==> src/rtl/buzzer_tone_driver.sv <==
// Per-zone square-wave piezo driver gated into fixed on/off beep bursts.
// Optional BUZZER_BEEP_COUNT_EN builds a saturating burst counter; otherwise beep_count is tied to 0.
module buzzer_tone_driver #(
  parameter int DIV1     = 4,
  parameter int DIV2     = 6,
  parameter int DIV3     = 8,
  parameter int BEEP_ON  = 32,
  parameter int BEEP_OFF = 16
) (
  input  logic       clk,
  input  logic       rst,
  input  logic [2:0] alarm_in,
  output logic       tone_out,
  output logic       active,
  output logic [1:0] zone,
  output logic [7:0] beep_count
);

  localparam logic [1:0] S_IDLE = 2'd0;
  localparam logic [1:0] S_ON   = 2'd1;
  localparam logic [1:0] S_OFF  = 2'd2;

  localparam logic [15:0] ON_LAST  = 16'(BEEP_ON - 1);
  localparam logic [15:0] OFF_LAST = 16'(BEEP_OFF - 1);

  logic [1:0]  state_q, state_d;
  logic [15:0] phase_q, phase_d;
  logic [15:0] tone_cnt_q, tone_cnt_d;
  logic        tone_q, tone_d;
  logic        active_q, active_d;
  logic [1:0]  zone_q, zone_d;
  logic [1:0]  pri_zone;
  logic [15:0] div_last;

  always_comb begin
    pri_zone = 2'd0;
    if (alarm_in[0])      pri_zone = 2'd1;
    else if (alarm_in[1]) pri_zone = 2'd2;
    else if (alarm_in[2]) pri_zone = 2'd3;
  end

  always_comb begin
    case (zone_q)
      2'd1:    div_last = 16'(DIV1 - 1);
      2'd2:    div_last = 16'(DIV2 - 1);
      default: div_last = 16'(DIV3 - 1);
    endcase
  end

  always_comb begin
    state_d    = state_q;
    phase_d    = phase_q;
    tone_cnt_d = tone_cnt_q;
    tone_d     = tone_q;
    zone_d     = zone_q;
    case (state_q)
      S_IDLE: begin
        tone_d = 1'b0;
        if (alarm_in != 3'b000) begin
          state_d    = S_ON;
          zone_d     = pri_zone;
          phase_d    = 16'd0;
          tone_cnt_d = 16'd0;
        end
      end
      S_ON: begin
        if (tone_cnt_q == div_last) begin
          tone_d     = ~tone_q;
          tone_cnt_d = 16'd0;
        end else begin
          tone_cnt_d = tone_cnt_q + 16'd1;
        end
        // An odd toggle count would leave the pin high; the gap always starts low.
        if (phase_q == ON_LAST) begin
          state_d = S_OFF;
          phase_d = 16'd0;
          tone_d  = 1'b0;
        end else begin
          phase_d = phase_q + 16'd1;
        end
      end
      S_OFF: begin
        tone_d = 1'b0;
        if (phase_q == OFF_LAST) begin
          phase_d = 16'd0;
          if (alarm_in != 3'b000) begin
            state_d    = S_ON;
            zone_d     = pri_zone;
            tone_cnt_d = 16'd0;
          end else begin
            state_d = S_IDLE;
            zone_d  = 2'd0;
          end
        end else begin
          phase_d = phase_q + 16'd1;
        end
      end
      default: begin
        state_d = S_IDLE;
        zone_d  = 2'd0;
        tone_d  = 1'b0;
        phase_d = 16'd0;
      end
    endcase
    active_d = (state_d != S_IDLE);
  end

  always_ff @(posedge clk) begin
    if (rst) begin
      state_q    <= S_IDLE;
      phase_q    <= 16'd0;
      tone_cnt_q <= 16'd0;
      tone_q     <= 1'b0;
      active_q   <= 1'b0;
      zone_q     <= 2'd0;
    end else begin
      state_q    <= state_d;
      phase_q    <= phase_d;
      tone_cnt_q <= tone_cnt_d;
      tone_q     <= tone_d;
      active_q   <= active_d;
      zone_q     <= zone_d;
    end
  end

  assign tone_out = tone_q;
  assign active   = active_q;
  assign zone     = zone_q;

`ifdef BUZZER_BEEP_COUNT_EN
  logic       burst_start;
  logic [7:0] beep_count_q, beep_count_d;

  assign burst_start = (state_q != S_ON) && (state_d == S_ON);

  always_comb begin
    beep_count_d = beep_count_q;
    if (burst_start && (beep_count_q != 8'hFF)) beep_count_d = beep_count_q + 8'd1;
  end

  always_ff @(posedge clk) begin
    if (rst) beep_count_q <= 8'd0;
    else     beep_count_q <= beep_count_d;
  end

  assign beep_count = beep_count_q;
`else
  assign beep_count = 8'd0;
`endif

endmodule

==> config.mk <==
export PLATFORM = sky130hd
export DESIGN_NAME = buzzer_tone_driver
export DESIGN_NICKNAME = d
export VERILOG_FILES = /design/src/rtl/buzzer_tone_driver.sv
export SDC_FILE = /design/constraint.sdc
export NUM_CORES = 1
export LEC_CHECK = 0
export CORE_MARGIN = 5
export CORE_UTILIZATION = 30
export CTS_CLUSTER_SIZE = 14
export DETAILED_ROUTE_END_ITERATION = 8
export PLACE_DENSITY = 0.5
export SYNTH_ARGS = -nofsm -noshare
export SYNTH_HDL_FRONTEND = slang
export SYNTH_SLANG_ARGS = --single-unit
==> constraint.sdc <==
create_clock -name clk -period 4.15 [get_ports clk]
set_clock_uncertainty 0.05 [all_clocks]
set_input_delay 0.6225 -clock clk [delete_from_list [all_inputs] [get_ports clk]]
set_output_delay 0.6225 -clock clk [all_outputs]
set_load 0.005 [all_outputs]
==> Implementation_results.wiki, run 1 <==
{| class="wikitable"
! Metric !! Value
|-
| Total of flip-flops plus latches after synthesis || 38
|-
| Routed via count || 1774
|-
| Syn_area_per_cell || 8.685 um^2
|-
| Cell Count Post-Placement || 353
|-
| Fillers || 770
|-
| Ports placed on the boundary || 17
|-
| Maximum fanout encountered on the critical timing path || 9
|-
| Data required time at the worst endpoint || 4.29 ns
|-
| Detailed-route vias per instance || 4.914
|-
| Net switching power of the design || 201.5 uW
|-
| Worst path bufs/invs || 1
|-
| Part of the total power dissipated in sequential elements || 0.509
|-
| Number of logic stages on the critical path including buffering || 6
|-
| Die X-Extent || 96.09 um
|-
| Total power consumption of the routed design || 753.7 uW
|-
| Sinks on the clock net || 38
|-
| Type of origin of the critical path || flop
|-
| Number of max-cap violations || 0
|-
| Setup_tns || 0 ns
|-
| Post-CTS setup buffer count || 0
|-
| Final antenna-violating net count || 0
|-
| Unique masters post-synth || 49
|-
| Half-perimeter wire length after detailed placement || 3.339 mm
|-
| Placeable core region || 7253 um^2
|-
| Global routing met2 resource utilization || 0.1783
|-
| Worst hold slack after final layout || 0.4343 ns
|-
| Count of H-tree levels built during CTS || 2
|-
| Final Routed Wirelength || 4.616 mm
|-
| Total number of placement rows || 31
|-
| Number of DRC markers in iteration 0 || 56
|-
| Cell leakage power || 0.7622 nW
|-
| Area share of the largest cell type after synthesis || 0.3421
|-
| Initial antenna violation count || 0
|-
| Top post-synthesis cells by area || dfxtp_1 34%, xnor2_1 11%, nor2_1 6.6%, a2111oi_2 3.4%, ha_1 3.4%
|-
| Critical path endpoint category || flop
|-
| Pin count of the biggest net entering global routing || 24
|-
| Global router's overall resource usage || 0.1080
|-
| Normalized max-slew margin || 0.2789
|-
| Most used DFF post-synth || dfxtp_1
|-
| Leading area contributor after synthesis || dfxtp_1
|-
| Number of clock buffers inserted by TritonCTS || 5
|-
| Destination of the critical timing path || phase_q[0]
|-
| Met1 GRT Util || 0.1395
|-
| Cells resized by post-CTS repair || 0
|-
| Maximum cell stage delay along the critical path || 0.77 ns
|-
| Via count of the first global-routing pass || 1701
|-
| Die Span Y || 96.09 um
|-
| Most repeated cell in the gate-level netlist after synthesis || nor2_1
|-
| Min-delay worst type || flop to flop
|-
| Final-report setup violation count || 0
|-
| Clk_lat worst skew || 0.29 ns
|-
| Maximum clock frequency || 0.3544 GHz
|-
| Final Hold Vio Count || 0
|-
| Largest voltage drop on the vdd net || 0.1287 mV
|-
| Port-buffer cells || 8
|-
| Register-to-register setup slack || 1.33 ns
|-
| Final-report max-slew violation count || 0
|-
| Die area || 9233 um^2
|-
| Nets || 272
|-
| Cell-by-cell trace of the critical path || or4_4 > nor4_1 > a21oi_1 > o21bai_1 > buf_4 > nor2_1
|-
| Most utilized layer in the global route result || met2
|-
| Cell count of the worst reg-to-reg path || 6
|-
| TritonCTS clock tree || yes
|-
| Number of instances in the synthesized netlist || 256
|-
| Final period utilization || 0.6799
|-
| Critical path class || flop to flop
|-
| Transition time of the tightest slew-check pin || 1.082 ns
|-
| Worst-case clock buffer depth || 2
|-
| Fraction of final layout cells sized beyond drive strength 1 || 0.09160
|-
| Number of synthesized flops with an enable pin || 0
|-
| DRC errors left || 0
|-
| Residual overflow from global routing || 0
|-
| Number of detailed-routing iterations run before antenna repair || 4
|-
| Result of the run || finished, final reports clean
|-
| PwrDens || 308.6 nW/um^2
|-
| Fraction of the yosys area taken by sequential cells || 0.3421
|-
| Crit path from || phase_q[7]
|-
| Cell chosen for the clock root || clkbuf_8
|-
| Non-filler instance count after layout || 361
|-
| Effective utilization at floorplan || 0.3065
|-
| Proportion of synthesized flip-flops having asynchronous set or reset || 0
|-
| Minimum period implied by the final worst setup slack || 2.821 ns
|-
| Combined area of all synthesized cells || 2223 um^2
|-
| Unrepaired setup endpoints after global routing || no
|-
| Routability Congestion || 0.7992
|-
| Utilization after layout || 0.3367
|-
| Global-route wire length before repair || 7.990 mm
|-
| Category of cells accounting for the largest share of critical-path delay || simple AND/OR/NAND/NOR gates
|-
| Relative contribution of combinational cells to total power || 0.133
|-
| Internal Dissipation || 552.2 uW
|-
| Count of inserted antenna diode cells || 0
|-
| Critical register-to-register path endpoint || phase_q[0]
|-
| Number of hold buffers added after CTS || 0
|-
| Met3 demand-to-capacity share in global routing || 0.02737
|-
| Top cell types by occurrence after synthesis || 39 x nor2_1, 38 x dfxtp_1, 27 x xnor2_1, 16 x nand2_1, 10 x nand3_1
|-
| Routed WL per cell || 12.79 um
|-
| Crit path DAT || 2.96 ns
|-
| Clock network power share || 0.358
|-
| CP max stage cell || nor4_1
|-
| Switching power share of the total || 0.2673
|-
| Number of warning messages in the yosys log || 0
|-
| R2R Path Start || phase_q[7]
|-
| Clock Pin Slew Worst Setup and Hold Paths || 0.08 ns
|-
| Synthesis-to-finish area growth || 9.848%
|}
[through the flow]
stage | area, um^2 | setup slack (ns)
finish | 2442 | 1.329
global route | 2442 | 1.119
CTS | 2442 | 1.336
detailed placement | 2347 | 1.374
global placement | 2347 | 1.323
floorplan | 2250 | 1.763
[registers in the layout (all words and copies together) (netlist names)]
register    flops
zone            2
tone_cnt_q     16
phase_q        16
tone_out        1
active          1
state_q         2
[how the worst min path moves through the flow]
stage                            end       start  slack (ns)  cells after the start
after global placement    phase_q[1]  phase_q[1]        0.41                      2
after floorplan           phase_q[1]  phase_q[1]        0.40                      2
after global routing      phase_q[1]  phase_q[1]        0.47                      2
final                     phase_q[1]  phase_q[1]        0.43                      2
after detailed placement  phase_q[1]  phase_q[1]        0.43                      2
after CTS                 phase_q[1]  phase_q[1]        0.44                      2
[power groups by stage]
stage               clock (mW)  sequential (mW)  combinational [mW]
finish                   0.269            0.384               0.101
global route             0.297            0.385               0.113
CTS                      0.282            0.384               0.102
detailed placement           0            0.392               0.101
global placement             0            0.392               0.101
floorplan                    0            0.390              0.0764
[tightest hold or removal path: cells and delay by family, from the launching register on]
family / cells / cell delay (ns)
AOI/OAI and AO/OA: 1 / 0.05
and+or+nand+nor: 1 / 0.06
DFF: 1 / 0.33
[kinds of logic after synthesis]
group | count (synthesis) | synth area share
DFF | 38 | 0.3421
AOI/OAI and AO/OA | 37 | 0.1463
and+or+nand+nor | 114 | 0.2735
other | 1 | 0.001687
buffers and inverters | 26 | 0.06640
muxes | 4 | 0.01801
adders and majority gates | 6 | 0.03376
xor gates and xnor gates | 30 | 0.1182
[placed cells by master (no fill, tap or decap), types with 5 or more instances in the layout]
| master | synthesis | routed |
|---|---|---|
| o21ai_0 | 7 | 7 |
| dfxtp_1 | 38 | 38 |
| xnor2_1 | 27 | 27 |
| inv_1 | 7 | 7 |
| ha_1 | 6 | 6 |
| a2111oi_2 | 5 | 5 |
| nand3_1 | 10 | 10 |
| nor4_1 | 5 | 5 |
| clkbuf_8 | 0 | 6 |
| nor2_1 | 39 | 39 |
| clkdlybuf4s50_1 | 0 | 8 |
| conb_1 | 1 | 8 |
| a21oi_1 | 9 | 9 |
| nand2_1 | 16 | 16 |
| nor3_1 | 9 | 9 |
| a211oi_1 | 5 | 5 |
[final cells by class]
class | count | area [um^2] | area share
Clock buffer | 6 | 82.58 | 0.03381
Clock inverter | 2 | 12.51 | 0.005123
Inverter | 7 | 26.28 | 0.01076
Multi-Input combinational cell | 199 | 1341 | 0.5492
Sequential cell | 38 | 760.7 | 0.3115
Tap cell | 99 | 123.9 | 0.05072
Timing Repair Buffer | 10 | 95.09 | 0.03893
[per-layer routing]
layer  part of all wire  routed length (um)
met1               0.49                2267
met2               0.47                2171
met3              0.032                 146
met4             0.0067                  31
met5                  0                   0
Note: power is estimated with default switching activity, not from simulation.
==> run 2, diff against run 1 <==
Settings changed: PLACE_DENSITY 0.5 to 0.51.
Clock period 4.15 ns to 2.3 ns, I/O delays scaled along.
==> Implementation_results.wiki, run 2 (synthesis results as in run 1) <==
{| class="wikitable"
! Metric !! Value
|-
| Global-route wire length before repair || 8.804 mm (was 7.990 mm)
|-
| DRC errors left || 0 (unchanged)
|-
| Critical register-to-register path endpoint || tone_cnt_q[0] (was phase_q[0])
|-
| Non-filler instance count after layout || 388 (was 361)
|-
| Effective utilization at floorplan || 0.3065 (unchanged)
|-
| Routed WL per cell || 13.08 um (was 12.79 um)
|-
| Nets || 301 (was 272)
|-
| Pin count of the biggest net entering global routing || 23 (was 24)
|-
| Final-report max-slew violation count || 0 (unchanged)
|-
| Largest registers || phase_q: 16 flops, tone_cnt_q: 16 flops (unchanged)
|-
| Ports placed on the boundary || 17 (unchanged)
|-
| Minimum period implied by the final worst setup slack || 2.330 ns (was 2.821 ns)
|-
| Via count of the first global-routing pass || 1849 (was 1701)
|-
| Cell Area, Placed || 2587 um^2 (was 2347 um^2)
|-
| Unrepaired setup endpoints after global routing || yes (was no)
|-
| Clk_lat worst skew || 0.29 ns (about the same)
|-
| Area of the multi-input gates || 1410 um^2 (was 1341 um^2)
|-
| Cell count of the worst reg-to-reg path || 6 (unchanged)
|-
| Final Routed Wirelength || 5.076 mm (was 4.616 mm)
|-
| Die X-Extent || 96.09 um (unchanged)
|-
| Type of origin of the critical path || flop (unchanged)
|-
| Count of inserted antenna diode cells || 0 (unchanged)
|-
| Number of clock buffers inserted by TritonCTS || 5 (unchanged)
|-
| Worst Slack Setup Final || -0.03034 ns (was 1.329 ns)
|-
| Cell Count Post-Placement || 381 (was 353)
|-
| Final cell area excluding filler cells || 2743 um^2 (was 2442 um^2)
|-
| PwrDens || 497.8 nW/um^2 (was 308.6 nW/um^2)
|-
| Critical path endpoint category || flop (unchanged)
|-
| Destination of the critical timing path || tone_cnt_q[0] (was phase_q[0])
|-
| Maximum fanout encountered on the critical timing path || 5 (was 9)
|-
| Number of detailed-routing iterations run before antenna repair || 4 (unchanged)
|-
| Count of H-tree levels built during CTS || 2 (unchanged)
|-
| Routability Congestion || 0.7684 (was 0.7992)
|-
| Min-delay worst type || flop to flop (unchanged)
|-
| Fillers || 773 (was 770)
|-
| Cell chosen for the clock root || clkbuf_8 (unchanged)
|-
| Largest voltage drop on the vdd net || 0.2460 mV (was 0.1287 mV)
|-
| Violations in the final reports || setup timing
|-
| Synthesis-to-finish area growth || 23.35% (was 9.848%)
|-
| Detailed-route vias per instance || 4.832 (was 4.914)
|-
| Crit path DAT || 2.47 ns (was 2.96 ns)
|-
| Final antenna-violating net count || 0 (unchanged)
|-
| Final Hold Vio Count || 0 (unchanged)
|-
| Highest-count cells in the layout ignoring fill and taps || 39 x nor2_1, 37 x dfxtp_1, 27 x xnor2_1 (was 39 x nor2_1, 38 x dfxtp_1, 27 x xnor2_1)
|-
| TritonCTS clock tree || yes (unchanged)
|-
| Maximum clock frequency || 0.4291 GHz (was 0.3544 GHz)
|-
| Port-buffer cells || 8 (unchanged)
|-
| Routed via count || 1875 (was 1774)
|-
| Final-report setup violation count || 13 (was 0)
|-
| Fraction of final layout cells sized beyond drive strength 1 || 0.1972 (was 0.09160)
|-
| Cell leakage power || 0.9210 nW (was 0.7622 nW)
|-
| Most common library cell in the layout ignoring fill and taps || nor2_1 (unchanged)
|-
| Die area || 9233 um^2 (unchanged)
|-
| Initial antenna violation count || 0 (unchanged)
|-
| Final period utilization || 1.013 (was 0.6799)
|-
| Half-perimeter wire length after detailed placement || 3.537 mm (was 3.339 mm)
|-
| Die Span Y || 96.09 um (unchanged)
|-
| Clock Pin Slew Worst Setup and Hold Paths || 0.07 ns (was 0.08 ns)
|-
| Post-CTS setup buffer count || 0 (unchanged)
|-
| Sinks on the clock net || 38 (unchanged)
|-
| Worst Hold Path Cells || 2 (unchanged)
|-
| Data required time at the worst endpoint || 2.44 ns (was 4.29 ns)
|-
| Global router's overall resource usage || 0.1239 (was 0.1080)
|-
| Worst-case clock buffer depth || 2 (unchanged)
|-
| R2R Path Start || phase_q[6] (was phase_q[7])
|-
| Storage cell area || 762.0 um^2 (was 760.7 um^2)
|-
| Critical path class || flop to flop (unchanged)
|-
| Placeable core region || 7253 um^2 (unchanged)
|-
| Number of DRC markers in iteration 0 || 38 (was 56)
|-
| Number of max-cap violations || 0 (unchanged)
|-
| Register-to-register setup slack || -0.03 ns (was 1.33 ns)
|-
| Crit path from || phase_q[6] (was phase_q[7])
|-
| Total number of placement rows || 31 (unchanged)
|-
| Residual overflow from global routing || 0 (unchanged)
|-
| Result of the run || complete, but fails checks (was finished, final reports clean)
|}
[run 2: changes by cell type in the layout (fill, tap and decap cells not counted), moves of 2 or more]
cell	previous run	this run
a211oi_1	5	2
a211oi_2	1	3
buf_12	0	2
buf_4	2	26
buf_6	0	2
or4_4	2	4
[run 2: per-stage QoR]
stage | util | setup TNS, ns | total power [mW] | hold WS, ns | setup WS [ns]
floorplan | - | -0.7019 | 0.8445 | 0.3991 | -0.06215
global placement | 0.3567 | -0.7333 | 0.9143 | 0.4151 | -0.05035
detailed placement | 0.3567 | -0.8191 | 0.9135 | 0.4203 | -0.05397
CTS | 0.3735 | -0.2599 | 1.382 | 0.4310 | -0.03269
global route | 0.3781 | -1.618 | 1.444 | 0.4762 | -0.1118
finish | 0.3781 | -0.1205 | 1.365 | 0.4239 | -0.03034
[run 2: worst min path at each step]
| stage | endpoint | slack (ns) | from |
|---|---|---|---|
| detailed placement | phase_q[1] | 0.42 | phase_q[1] |
| CTS | phase_q[1] | 0.43 | phase_q[1] |
| finish | phase_q[1] | 0.42 | phase_q[1] |
| global route | phase_q[1] | 0.48 | phase_q[1] |
| floorplan | phase_q[1] | 0.40 | phase_q[1] |
| global placement | phase_q[1] | 0.42 | phase_q[1] |
[run 2: final cells by class]
class	instances	share of cell area
clock buffer	6	0.03011
inverter	7	0.009580
multi-input combinational	200	0.5141
sequential	38	0.2778
tap	99	0.04516
timing repair buffer	38	0.1232
[run 2: layer usage]
layer	track usage	wire (um)
met5	0	0
met4	0.04976	91
met3	0.03049	169
met2	0.2007	2429
met1	0.1567	2386
[run 2: critical path, cell delays in order (launching register included)]
cell	delay (ns)
dfxtp_2	0.32
or4_4	0.56
or4_4	0.63
a221oi_4	0.27
buf_4	0.16
mux2i_1	0.19
nor2_1	0.05
[run 2: where the power goes]
part	internal [mW]	switching (mW)
combinational	0.104	0.106
sequential	0.675	0.0175
clock	0.231	0.231
total	1.01	0.355
[run 2: timing repair]
item	CTS	global route
setup endpoints to repair	17	34
resized for setup	5	6
pin swaps	4	5
hold buffers	0	0
cloned	1	0
